### config.mk
export PLATFORM = sky130hd
export DESIGN_NAME = adc_ltc1407a_responder
export DESIGN_NICKNAME = d
export VERILOG_FILES = /design/src/rtl/adc_ltc1407a_responder.sv
export SDC_FILE = /design/constraint.sdc
export NUM_CORES = 1
export LEC_CHECK = 0
export BUFFER_PORTS_ARGS = -buffer_cell sky130_fd_sc_hd__buf_2
export CAP_MARGIN = 5
export CORE_ASPECT_RATIO = 0.9
export CORE_MARGIN = 1
export CORE_UTILIZATION = 55
export CTS_CLUSTER_DIAMETER = 40
export DETAILED_ROUTE_END_ITERATION = 10
export PLACE_DENSITY = 0.86
export RECOVER_POWER = 100
export SYNTH_ARGS = -nofsm -noshare
export SYNTH_HDL_FRONTEND = slang
export SYNTH_SLANG_ARGS = --single-unit
### constraint.sdc
create_clock -name CLK50MHZ -period 2.2 [get_ports CLK50MHZ]
set_clock_uncertainty 0.15 [all_clocks]
set_input_delay 0.33 -clock CLK50MHZ [delete_from_list [all_inputs] [get_ports CLK50MHZ]]
set_output_delay 0.33 -clock CLK50MHZ [all_outputs]
set_load 0.005 [all_outputs]
### src/rtl/adc_ltc1407a_responder.sv
// LTC1407A-1 device-side responder: oversamples SPI_SCK/AD_CONV and shifts a 34-bit sample frame out on ADC_OUT.
// Optional macro ADC_RESP_TEST_PATTERN_EN replaces the sample ports with an internal counter pattern.
module adc_ltc1407a_responder #(
  parameter int unsigned DATA_W      = 14,
  parameter int unsigned DUMMY_BITS  = 2,
  parameter int unsigned SYNC_STAGES = 2
) (
  input  logic              CLK50MHZ,
  input  logic              RST,
  input  logic              SPI_SCK,
  input  logic              AD_CONV,
  output logic              ADC_OUT,
  input  logic [DATA_W-1:0] CH0_DATA,
  input  logic [DATA_W-1:0] CH1_DATA,
  output logic              BUSY,
  output logic              FRAME_DONE,
  output logic              OVERRUN
);

  localparam int unsigned FW = 2 * DATA_W + 3 * DUMMY_BITS;
  localparam int unsigned CW = $clog2(FW);

  typedef enum logic {IDLE, SHIFT} state_t;

  state_t                 state, state_d;
  logic [SYNC_STAGES-1:0] sck_sync, conv_sync;
  logic                   sck_hist, conv_hist;
  logic                   sck_fall, conv_rise;
  logic [CW-1:0]          cnt, cnt_d;
  logic [FW-2:0]          shreg, shreg_d;
  logic                   adc_d, done_d, ovr_d;
  logic [DATA_W-1:0]      ch0_src, ch1_src;
  logic [FW-1:0]          frame_in;

  always_ff @(posedge CLK50MHZ or negedge RST) begin
    if (!RST) begin
      sck_sync  <= '0;
      conv_sync <= '0;
      sck_hist  <= 1'b0;
      conv_hist <= 1'b0;
    end else begin
      sck_sync  <= {sck_sync[SYNC_STAGES-2:0], SPI_SCK};
      conv_sync <= {conv_sync[SYNC_STAGES-2:0], AD_CONV};
      sck_hist  <= sck_sync[SYNC_STAGES-1];
      conv_hist <= conv_sync[SYNC_STAGES-1];
    end
  end

  assign sck_fall  = sck_hist & ~sck_sync[SYNC_STAGES-1];
  assign conv_rise = conv_sync[SYNC_STAGES-1] & ~conv_hist;

`ifdef ADC_RESP_TEST_PATTERN_EN
  logic [DATA_W-1:0] pat;

  always_ff @(posedge CLK50MHZ or negedge RST) begin
    if (!RST) begin
      pat <= '0;
    end else if (conv_rise) begin
      pat <= pat + DATA_W'(1);
    end
  end

  assign ch0_src = pat;
  assign ch1_src = ~pat;
`else
  assign ch0_src = CH0_DATA;
  assign ch1_src = CH1_DATA;
`endif

  assign frame_in = {{DUMMY_BITS{1'b0}}, ch0_src, {DUMMY_BITS{1'b0}}, ch1_src, {DUMMY_BITS{1'b0}}};

  // The MSB is driven straight onto ADC_OUT at latch time, so the shift register only holds the remaining bits.
  always_comb begin
    state_d = state;
    cnt_d   = cnt;
    shreg_d = shreg;
    adc_d   = ADC_OUT;
    done_d  = 1'b0;
    ovr_d   = 1'b0;
    if (conv_rise) begin
      ovr_d   = (state == SHIFT);
      shreg_d = frame_in[FW-2:0];
      adc_d   = frame_in[FW-1];
      cnt_d   = '0;
      state_d = SHIFT;
    end else if (state == SHIFT && sck_fall) begin
      if (cnt == CW'(FW - 1)) begin
        state_d = IDLE;
        cnt_d   = '0;
        adc_d   = 1'b0;
        done_d  = 1'b1;
      end else begin
        cnt_d   = cnt + CW'(1);
        adc_d   = shreg[FW-2];
        shreg_d = {shreg[FW-3:0], 1'b0};
      end
    end
  end

  always_ff @(posedge CLK50MHZ or negedge RST) begin
    if (!RST) begin
      state      <= IDLE;
      cnt        <= '0;
      shreg      <= '0;
      ADC_OUT    <= 1'b0;
      FRAME_DONE <= 1'b0;
      OVERRUN    <= 1'b0;
    end else begin
      state      <= state_d;
      cnt        <= cnt_d;
      shreg      <= shreg_d;
      ADC_OUT    <= adc_d;
      FRAME_DONE <= done_d;
      OVERRUN    <= ovr_d;
    end
  end

  assign BUSY = (state == SHIFT);

endmodule

# Word level (Yosys, flattened, before mapping)
# Cells that the tools add are included.
# Widths: inputs -> output; s select.
op_classes:
  eq_ne: 2
  add_sub_neg: 1
  reduce_logical: 5
  muxes: 16
  n_bitwise: 4
op_table:
  columns: ["operator", "count"]
  rows:
  - ["$mux 33", 3]
  - ["$mux 6", 3]
  - ["$mux 1", 10]
  - ["$add 6x1->6 const B", 1]
  - ["$eq 6x6->1 const B", 1]
  - ["$reduce_and 2->1", 2]
  - ["$reduce_bool 2->1", 2]
  - ["$and 1x1->1", 2]
  - ["$ne 2x2->1 const B", 1]
  - ["$not 1->1", 2]
  - ["$logic_and 1x1->1", 1]
word_totals:
  ff_bits: 49

# Depth between registers and ports, before layout
depth:
  depth_word: 5
  ltp_mapped: 8

# Worst setup path after synthesis
# Ideal clock, no wire load.
synth_timing:
  path_kind: "register to register"
  start: "register cnt[1]"
  end: "register shreg[10]"
  synth_period_minus_slack_ps: 1929
  slack_ps: 271
  arrival_ps: 1641
  path_stages_with_launch: 9
  n_path_buf: 3
  path_cell_list: "dfrtp_1 > inv_1 > ha_1 > or4b_1 > clkbuf_1 > buf_6 > buf_6 > o2111ai_1 > o211ai_1"
synth_via:
  elab_chain_cells: 3
synth_lines:
  columns: ["item", "line", "source"]
  rows:
  - ["from (decl)", "29", "logic [CW-1:0] cnt, cnt_d;"]
  - ["from (signal assigned)", "110", "cnt <= cnt_d;"]
  - ["$eq 6x6->1", "87", "if (cnt == CW'(FW - 1)) begin"]
  - ["$ne 2x2->1 (no line)", null, null]
  - ["$reduce_and 2->1 (no line)", null, null]
  - ["to (signal assigned)", "111", "shreg <= shreg_d;"]
  - ["to (decl)", "30", "logic [FW-2:0] shreg, shreg_d;"]
# No other way between the ends.
# A chain may end at the register's enable or synchronous reset.

# Worst setup path after layout
layout_timing:
  start: "register cnt[1]"
  end: "register shreg[30]"
# The elaborated chain is that of the path after synthesis.

==> results.json <==
{
  "synth_edf_count": 0,
  "rsz0062_at_grt": "false",
  "max_freq_mhz": 494,
  "synth.top_cell.area_share_pct": 46.7,
  "tns_ns": 0,
  "yosysSeqAreaShare_pct": 46.7,
  "clk_pin_slew_ns": 0.08,
  "io_buffer_count": 35,
  "n_antenna_cell": 0,
  "dp_slack_ns": 0.0734,
  "power_density_nw_per_um2": 676,
  "synth_seq_cells": 47,
  "start_kind": "flip-flop",
  "path_class": "flip-flop to flip-flop",
  "clk_latency_ns": 0.29,
  "netlist_top_cells_area": "dfrtp_1 47%, nand2_1 10%, a2bb2oi_1 9.4%",
  "critPathMaxFanout": 23,
  "grt.total_usage_pct": 25.2,
  "top_usage_layer": "met2",
  "worst_pin_slew_ns": 1.16,
  "synth-main-ff-cell": "dfrtp_1",
  "drcViolationCount": 0,
  "numClockSinks": 47,
  "setup_slack_ns": 0.177,
  "finalSetupViolCount": 0,
  "vias_per_cell": 6.15,
  "nets": 326,
  "totalWireLength_um": 5630,
  "ios": 36,
  "die_height_um": 66.2,
  "firstDrtPassIters": 4,
  "use_met3_pct": 4.12,
  "ff2ff_path_depth": 6,
  "vias": 2160,
  "cts_tree": "yes",
  "cts_max_level": 2,
  "holdCritPathClass": "primary input to flip-flop",
  "synth_area_sq_um": 2520,
  "initial_core_util_pct": 59.4,
  "fin_crit_ns": 2.02,
  "synth_cells": 265,
  "grt_max_degree": 61,
  "wl_per_cell_um": 16.1,
  "antenna_found_initial": 0,
  "slew_violations": 0,
  "grt_use_met2_pct": 40.4,
  "routabilityCongestion": 0.768,
  "synth_cell_types": 30,
  "hold_violations": 0,
  "cap_violations": 0,
  "place_hpwl_um": 3290,
  "leakage_uw": 0.00110,
  "drt_iter0_markers": 211,
  "async_flop_share_pct": 100,
  "core-area_sq_um": 4240,
  "yosys.area.top_type": "dfrtp_1",
  "grt_util_met1_pct": 35.5,
  "post-cts-setup-buffers": 0,
  "die_area_sq_um": 4850,
  "cp-end-kind": "flip-flop",
  "syn-num-nets": 299,
  "ant_nets": 0,
  "rows": 22,
  "grt-ovfl-total": 0,
  "required_ns": 2.18,
  "ff2ff_setup_slack_ns": 0.18,
  "clockBufferDepth": 2,
  "vdd_drop_max_mv": 0.350,
  "ys_warn_count": 0,
  "min_delay_path_depth": 3,
  "cts_made_buffers": 5,
  "outcome": "completed",
  "slew_headroom_pct": 22.9,
  "post-route-period-util_pct": 91.9,
  "post-route-util_pct": 66.8,
  "drive_above_1_share_pct": 18.2,
  "syn_avg_cell_area_sq_um": 9.50,
  "cts_root_buf": "clkbuf_8",
  "grt_pass1_wl_um": 9320,
  "grt_pass1_vias": 1990,
  "area_growth_pct": 12.5,
  "die_w_um": 73.3,
  "critPathArrivalTime_ns": 2.00
}
logic make-up (layout without fill, tap and decap cells):
logic type	count (synthesis)	in the layout	share of synthesized area, %
AOI/OAI and AO/OA	97	97	30.8
adders and majority gates	2	2	0.993
buffers and inverters	33	59	5.91
DFF	47	47	46.7
muxes	3	3	1.19
and+or+nand+nor	83	83	14.4
critical path, cell delays in order, from the launching register on:
cell	delay [ns]
dfrtp_1	0.41
inv_1	0.06
ha_1	0.16
or4b_4	0.51
buf_4	0.25
o2111ai_1	0.20
o211ai_1	0.12
power breakdown:
| group | internal, uW | switching, uW |
|---|---|---|
| Combinational | 187 | 203 |
| Sequential | 967 | 84.2 |
| Clock | 212 | 261 |
| Total | 1370 | 549 |
worst paths after layout:
path | start | end
min reg2reg | conv_sync[0] | conv_sync[1]
min | CH1_DATA[11] | shreg[13]
min in group asynchronous | RST | shreg[21]
max reg2reg | cnt[1] | shreg[30]
max | cnt[1] | shreg[30]
max in group asynchronous | RST | shreg[23]
cell usage after synthesis (all sizes together) (2+ instances only):
library cell,number
a211o,2
a21oi,6
a2bb2oi,27
a31oi,3
buf,5
clkbuf,26
dfrtp,47
ha,2
inv,2
mux2i,3
nand2,67
nor2,3
o2111ai,25
o211ai,29
o21ai,3
or3,2
placed cells by master (no fill, tap or decap), types with 3 or more instances in the layout:
| master | count |
|---|---|
| dlygate4sd3_1 | 3 |
| clkbuf_8 | 5 |
| a2bb2oi_1 | 27 |
| mux2i_1 | 3 |
| dfrtp_1 | 47 |
| buf_4 | 9 |
| a21oi_1 | 6 |
| o21ai_0 | 3 |
| buf_2 | 33 |
| o2111ai_1 | 24 |
| clkbuf_1 | 4 |
| o211ai_1 | 29 |
| nor2_1 | 3 |
| nand2_1 | 67 |
| a31oi_1 | 3 |
registers in the layout, indices dropped and copies added, names as in the netlist:
signal      cells
FRAME_DONE      1
OVERRUN         1
conv_sync       2
shreg          31
sck_hist        1
sck_sync        2
conv_hist       1
BUSY            1
cnt             6
ADC_OUT         1
routing by layer:
metal / wire [um] / vias up
met3: 301 / 8
li1: - / 1047
met4: 63 / 0
met2: 2620 / 76
met1: 2650 / 1029
met5: 0 / -
area by class of cell:
class                   instances  area [sq um]
repair buffers                 51           304
clock buffers                   6          72.6
fillers                       376          1410
flip-flops and latches         47          1180
multi-input cells             185          1200
well taps                      60          75.1
inverters                       2          7.51
stage by stage:
step / instances / power (uW) / hold slack, ns / cell area, sq um
6_report: 351 / 1910 / 0.101 / 2830
5_1_grt: 351 / 2020 / 0.104 / 2830
3_3_place_gp: 341 / 1430 / 0.188 / 2750
3_5_place_dp: 341 / 1450 / 0.190 / 2750
2_1_floorplan: 265 / 1330 / -0.116 / 2520
4_1_cts: 350 / 1920 / 0.0995 / 2850
what timing repair did:
action,CTS,global route
endpoints found under the setup margin,0,4
hold buffers,3,0
endpoints found under the hold margin,49,0
gates resized for setup,0,2
No activity file was read; power rests on OpenSTA's default activity.
